`src/rtl/uart_pkg.sv`:
```
// Shared UART definitions: transmit FSM encoding and default link parameters.
// The receiver is expected to import the same package.
package uart_pkg;

  typedef enum logic [1:0] {
    IDLE  = 2'd0,
    START = 2'd1,
    DATA  = 2'd2,
    STOP  = 2'd3
  } uart_tx_state_t;

  localparam int UART_OVERSAMPLE = 16;
  localparam int UART_TICK_DIV   = 79;
  localparam int UART_DATA_BITS  = 8;

  function automatic int uart_max(input int a, input int b);
    return (a > b) ? a : b;
  endfunction

endpackage

```
`src/rtl/uart_tx_ctrl.sv`:
```
// 8N1 UART transmitter: accepts a byte on a valid/ready handshake and shifts it
// out LSB-first, each bit held for OVERSAMPLE baud ticks.
module uart_tx_ctrl
  import uart_pkg::*;
#(
  parameter int DATA_BITS  = UART_DATA_BITS,
  parameter int OVERSAMPLE = UART_OVERSAMPLE,
  parameter int STOP_TICKS = UART_OVERSAMPLE
) (
  input  logic                 clk,
  input  logic                 rst_n,
  input  logic                 tick,
  input  logic [DATA_BITS-1:0] tx_data,
  input  logic                 tx_valid,
  output logic                 tx_ready,
  output logic                 tx,
  output logic                 tx_busy,
  output logic                 tx_done
);

  localparam int CNT_W = $clog2(uart_max(OVERSAMPLE, STOP_TICKS));
  localparam int IDX_W = $clog2(DATA_BITS);

  localparam logic [CNT_W-1:0] BIT_LAST  = CNT_W'(OVERSAMPLE - 1);
  localparam logic [CNT_W-1:0] STOP_LAST = CNT_W'(STOP_TICKS - 1);
  localparam logic [IDX_W-1:0] IDX_LAST  = IDX_W'(DATA_BITS - 1);

  uart_tx_state_t       state_q, state_d;
  logic [CNT_W-1:0]     tick_cnt_q, tick_cnt_d;
  logic [IDX_W-1:0]     bit_idx_q, bit_idx_d;
  logic [DATA_BITS-1:0] shift_q, shift_d;
  logic                 tx_q, tx_d;
  logic                 busy_q, busy_d;
  logic                 done_q, done_d;

  // Handshake: a byte transfers on any clk edge where tx_valid and tx_ready are
  // both high; tx_valid may rise at any time and need not wait for tx_ready.
  logic hs;
  assign tx_ready = (state_q == IDLE);
  assign hs       = tx_valid & tx_ready;

  always_comb begin
    state_d    = state_q;
    tick_cnt_d = tick_cnt_q;
    bit_idx_d  = bit_idx_q;
    shift_d    = shift_q;
    tx_d       = tx_q;
    done_d     = 1'b0;

    unique case (state_q)
      IDLE: begin
        tick_cnt_d = '0;
        tx_d       = 1'b1;
        if (hs) begin
          shift_d   = tx_data;
          bit_idx_d = '0;
          tx_d      = 1'b0;
          state_d   = START;
        end
      end
      START: begin
        if (tick) begin
          if (tick_cnt_q == BIT_LAST) begin
            tick_cnt_d = '0;
            bit_idx_d  = '0;
            tx_d       = shift_q[0];
            state_d    = DATA;
          end else begin
            tick_cnt_d = tick_cnt_q + CNT_W'(1);
          end
        end
      end
      DATA: begin
        if (tick) begin
          if (tick_cnt_q == BIT_LAST) begin
            tick_cnt_d = '0;
            shift_d    = {1'b0, shift_q[DATA_BITS-1:1]};
            if (bit_idx_q == IDX_LAST) begin
              tx_d    = 1'b1;
              state_d = STOP;
            end else begin
              // Next line value is the bit that becomes shift[0] after this shift.
              tx_d      = shift_q[1];
              bit_idx_d = bit_idx_q + IDX_W'(1);
            end
          end else begin
            tick_cnt_d = tick_cnt_q + CNT_W'(1);
          end
        end
      end
      STOP: begin
        if (tick) begin
          if (tick_cnt_q == STOP_LAST) begin
            tick_cnt_d = '0;
            done_d     = 1'b1;
            state_d    = IDLE;
          end else begin
            tick_cnt_d = tick_cnt_q + CNT_W'(1);
          end
        end
      end
      default: state_d = IDLE;
    endcase

    busy_d = (state_d != IDLE);
  end

  always_ff @(posedge clk or negedge rst_n) begin
    if (!rst_n) begin
      state_q    <= IDLE;
      tick_cnt_q <= '0;
      bit_idx_q  <= '0;
      shift_q    <= '0;
      tx_q       <= 1'b1;
      busy_q     <= 1'b0;
      done_q     <= 1'b0;
    end else begin
      state_q    <= state_d;
      tick_cnt_q <= tick_cnt_d;
      bit_idx_q  <= bit_idx_d;
      shift_q    <= shift_d;
      tx_q       <= tx_d;
      busy_q     <= busy_d;
      done_q     <= done_d;
    end
  end

  assign tx      = tx_q;
  assign tx_busy = busy_q;
  assign tx_done = done_q;

endmodule

```
`config.mk`:
```
export PLATFORM = sky130hd
export DESIGN_NAME = uart_tx_ctrl
export DESIGN_NICKNAME = d
export VERILOG_FILES = /design/src/rtl/uart_pkg.sv /design/src/rtl/uart_tx_ctrl.sv
export SDC_FILE = /design/constraint.sdc
export NUM_CORES = 1
export LEC_CHECK = 0
export CAP_MARGIN = 0
export CELL_PAD_IN_SITES_DETAIL_PLACEMENT = 0
export CELL_PAD_IN_SITES_GLOBAL_PLACEMENT = 1
export CORE_MARGIN = 2
export CORE_UTILIZATION = 35
export CTS_CLUSTER_DIAMETER = 50
export DETAILED_ROUTE_END_ITERATION = 7
export PLACE_DENSITY_LB_ADDON = 0.1
export SLEW_MARGIN = 40
export SYNTH_ARGS = -nofsm -noshare
export SYNTH_HDL_FRONTEND = slang
export SYNTH_SLANG_ARGS = --single-unit
```
`constraint.sdc`:
```
create_clock -name clk -period 2.1 [get_ports clk]
set_input_delay 0.315 -clock clk [delete_from_list [all_inputs] [get_ports clk]]
set_output_delay 0.315 -clock clk [all_outputs]
set_load 0.01 [all_outputs]
```
Word level (Yosys, flattened, before mapping). Cells that the tools add are included.

Register bits after elaboration: 20. Bits of input ports: 12.

Add/subtract/negate cells: 2. Equality and inequality tests: 12. Multiplexer cells: 33. Bitwise gates (word level): 1. Reductions and logical operators: 8.

Operators with widths (count): $mux 8 (3); $mux 3 (6); $mux 2 (8); $pmux 8 s2 (1); $ne 2x2->1 const B (5); $mux 1 (9); $pmux 3 s3 (1); $mux 4 (2); $pmux 2 s4 (1); $pmux 4 s2 (1); $reduce_and 7->1 (1); $reduce_and 5->1 (1); $add 4x1->4 const B (1); $eq 2x2->1 const B (2); $eq 4x4->1 const B (1); $ne 2x1->1 const B (2); $reduce_and 4->1 (1); $reduce_bool 2->1 (2); $add 3x1->3 const B (1); $eq 3x3->1 const B (1); $pmux 1 s3 (1); $reduce_bool 3->1 (1); $reduce_or 3->1 (1); $eq 2x1->1 const B (1); 2 further kinds (2).

Longest topological paths before layout.
Word-level depth: 6. Mapped depth: 7.

Worst setup path after synthesis. Ideal clock, no wire load.

Path kind: register to register. From: register state_q[1]. To: register bit_idx_q[0]. Library setup time: 125 ps. Arrival time: 1767 ps. Data required time: 1975 ps. Path slack: 208 ps. Stages on the path, launching flop included: 7. Buffers on the path: 0. Period minus slack after synthesis: 1892 ps. Path through: dfrtp_1 > inv_1 > ha_1 > or3b_4 > a221oi_2 > nand2_2 > mux2_4.

Cells in the longest elaborated chain, start to end: 4. Elaborated cells on any way between the ends: 13. Those cells by class: 8 x eq/ne; 1 x mux; 1 x bitwise; 3 x reduce/logical.

RTL lines: start: declaration (RTL line uart_tx_ctrl.sv:28) `uart_tx_state_t state_q, state_d;`; start signal: assignment (RTL line uart_tx_ctrl.sv:118) `state_q <= state_d;`; $logic_not 2->1 (*) (RTL line uart_tx_ctrl.sv:39) `assign tx_ready = (state_q == IDLE);`; via tx_ready (RTL line uart_tx_ctrl.sv:15) `output logic tx_ready,`; $and 1x1->1 (RTL line uart_tx_ctrl.sv:40) `assign hs = tx_valid & tx_ready;`; $ne 2x1->1 (no line); $reduce_and 7->1 (no line); end signal: assignment (RTL line uart_tx_ctrl.sv:120) `bit_idx_q <= bit_idx_d;`; end: declaration (RTL line uart_tx_ctrl.sv:30) `logic [IDX_W-1:0] bit_idx_q, bit_idx_d;`.

Mark *: on every way through the listed nets, which the timed path passes. The rest lies on a longest branch. A chain may end at the register's enable or synchronous reset.

Worst setup path after layout.
From: register state_q[0]. To: register bit_idx_q[0].

Cells in the longest elaborated chain, start to end: 4. Elaborated cells on any way between the ends: 13. Those cells by class: 8 x eq/ne; 1 x mux; 1 x bitwise; 3 x reduce/logical.

RTL lines (RTL line): $logic_not 2->1 (uart_tx_ctrl.sv:39, uart_tx_ctrl.sv:50); $and 1x1->1 (uart_tx_ctrl.sv:40); $ne 2x1->1 (no line); $reduce_and 7->1 (no line).

Several ways; a longest one is shown, not always the timed one.

==> flow_metrics.env <==
export IMPL_hp_class="input port to asynchronous set/reset pin"
export IMPL_use_met1=0.1897
export IMPL_cts_max_path_buffers=2
export IMPL_drive_gt1_frac=0.1511
export IMPL_pwr_share_comb=0.426
export IMPL_start_util=0.3697
export IMPL_crit_path_max_incr_delay_ns=0.41
export IMPL_grt_usage=0.1488
export IMPL_postLayoutCoreUtil=0.4611
export IMPL_antenna_found_initial=0
export IMPL_dpl_worst_slack_ns=0.2234
export IMPL_met2_usage=0.2519
export IMPL_drtPass1Iterations=3
export IMPL_cts_sinks=20
export IMPL_synth_edf_count=0
export IMPL_tightest_slew_ns=0.2854
export IMPL_drt_iter0_drc=34
export IMPL_worst_r2r_setup_slack_ns=0.20
export IMPL_p_sw_frac=0.3619
export IMPL_grt_max_degree=21
export IMPL_yosysTopAreaCellShare=0.4213
export IMPL_netlist_area_mm2=0.001129
export IMPL_place_congestion=0.7464
export IMPL_syn_nets=135
export IMPL_p_int_mw=0.9145
export IMPL_pwr_share_clk=0.158
export IMPL_holdBufCountCts=0
export IMPL_worstSetupStartpoint="state_q[0]"
export IMPL_ys_flop_type="dfrtp_1"
export IMPL_dp_cells=177
export IMPL_worstPathMaxFanout=4
export IMPL_multi_input_comb_area_um2=575.6
export IMPL_r2r_start="state_q[0]"
export IMPL_syn_inst=116
export IMPL_cts_root_buffer="clkbuf_4"
export IMPL_hpwl_um=1661
export IMPL_grt_pass1_vias=910
export IMPL_status="finished clean"
export IMPL_num_rows=20
export IMPL_fin_area_mm2=0.001408
export IMPL_critical_path_arrival_ns=2.09
export IMPL_placed_area_mm2=0.001354
export IMPL_die_area_mm2=0.003695
export IMPL_num_antenna_cells=0
export IMPL_synth_seq_cells=20
export IMPL_grt_busiest_layer="met2"
export IMPL_r2r_end="bit_idx_q[0]"
export IMPL_grt_pass1_wl_um=4029
export IMPL_routed_via_count=860
export IMPL_crit_family="simple AND/OR/NAND/NOR gates"
export IMPL_hold_viol_final=0
export IMPL_coreArea_mm2=0.003053
export IMPL_wl_per_cell_um=12.26
export IMPL_power_density_mw_per_mm2=1018
export IMPL_drv_cap=0
export IMPL_whs_ns=0.3314
export IMPL_sequentialPowerShare=0.416
export IMPL_power_mw=1.433
export IMPL_finalSetupViolCount=0
export IMPL_period_minus_slack_ns=1.898
export IMPL_finalNonFillerCells=183
export IMPL_cp_num_buf_inv=1
export IMPL_start_kind="register"
export IMPL_tritoncts="yes"
export IMPL_seqCellArea_um2=501.7
export IMPL_fmax_mhz=526.8
export IMPL_synthTopCellsByCount="dfrtp_1, nor2_1, nand2_1"
export IMPL_portBuffers=15
export IMPL_overflow=0
export IMPL_area_delta_synth_final_pct=24.72
export IMPL_finClkSkew_ns=0.005893
export IMPL_cts_clk_slew_worst_paths_ns=0.12
export IMPL_htreeDepth=1
export IMPL_async_flop_share=1.000
export IMPL_wirelength_um=2243
export IMPL_p_leak_nw=0.6304
export IMPL_switchingPower_mw=0.5188
export IMPL_rsz0062_at_grt="no"
export IMPL_fin_tns_setup_ns=0
export IMPL_cts_buffers=3
export IMPL_nets=159
export IMPL_dieHeight_um=60.79
export IMPL_worstSetupPathType="register to register"
export IMPL_worst_slack_ns=0.2018
export IMPL_synth_largest_area_cell="dfrtp_1"
export IMPL_synth_area_per_cell_um2=9.729
export IMPL_finalMaxSlewViolations=0
export IMPL_clk_insertion_delay_late_ns=0.30
export IMPL_cp_required_ns=2.29
export IMPL_postRouteAntennaNets=0
export IMPL_ys_warn_count=0
export IMPL_viasPerCell=4.699
export IMPL_grt_use_met3=0.01919
export IMPL_min_period_over_period=0.9039
export IMPL_cp_slowest_cell="dfrtp_1"
export IMPL_die_width_um=60.79
export IMPL_path_cells="inv_1, ha_1, or3b_4, a221oi_2, nand2_2, mux2_4"
export IMPL_pin_count=16
export IMPL_yosys_cell_count_top_type="dfrtp_1"
export IMPL_slew_headroom=0.8093
export IMPL_fill_cells=317
export IMPL_synthTopCellsByArea="dfrtp_1, mux2i_1, ha_1"
export IMPL_yosysSeqAreaShare=0.4446
export IMPL_reg2reg_depth=6
export IMPL_worstSetupEndpointType="register"
export IMPL_yosys_cell_types_count=34
export IMPL_vdd_drop_max_mv=0.3937
export IMPL_drc_errors=0
[layer usage]
layer | wire [um] | vias to the layer above
met2 | 1083 | 12
met5 | 0 | -
met4 | 21 | 0
li1 | - | 452
met3 | 75 | 2
met1 | 1063 | 394
[how the worst max path moves through the flow]
stage	endpoint	cells past startpoint
3_5_place_dp	bit_idx_q[0]	6
5_1_grt	bit_idx_q[0]	6
4_1_cts	tx_ready	4
3_3_place_gp	bit_idx_q[0]	6
6_report	bit_idx_q[0]	6
2_1_floorplan	bit_idx_q[0]	6
[power by group through the flow]
stage	sequential (mW)	clock, mW	combinational [mW]
floorplan	0.598	0	0.409
global placement	0.600	0	0.613
detailed placement	0.607	0	0.619
CTS	0.597	0.239	0.621
global route	0.621	0.262	0.693
finish	0.596	0.227	0.610
[layout make-up]
class | instances | area share
Multi-Input combinational cell | 86 | 0.4089
Inverter | 5 | 0.01333
Clock buffer | 4 | 0.02578
Timing Repair Buffer | 24 | 0.1564
Sequential cell | 20 | 0.3564
Tap cell | 44 | 0.03911
[cell families (layout without fill, tap and decap cells)]
family                   count (synthesis)  count (layout)  synth area share
AND/OR/NAND/NOR                         40              40            0.1685
AO/OA/AOI/OAI                           26              26            0.1441
flip-flops                              20              20            0.4446
multiplexers                            12              12            0.1120
buffers and inverters                   10              33           0.04546
adder cells (fa/ha/maj)                  7               7           0.07760
XOR/XNOR                                 1               1          0.007762
[cell usage in the layout, fill, tap and decap left out, types with 2 or more instances in the layout]
cell type and count:
o21ai_0 5, buf_4 9, ha_1 7, clkbuf_4 3, dfrtp_1 19, nand2_1 12, inv_1 5, nand4_1 2
a21oi_1 10, o21ai_1 3, clkdlybuf4s50_1 14, mux2i_1 10, nor2_1 15, nand3_1 3, o21a_1 2
[registers in the layout (all words and copies together), names as in the netlist]
name,count
bit_idx_q,3
shift_q,8
state_q,2
tick_cnt_q,4
tx,1
tx_busy,1
tx_done,1
[repair_timing]
item                       4_1_cts  5_1_grt
buffers inserted                 0        2
setup endpoints to repair        0        1
resized for setup                0        1
Power figures use the tool's default switching activity.
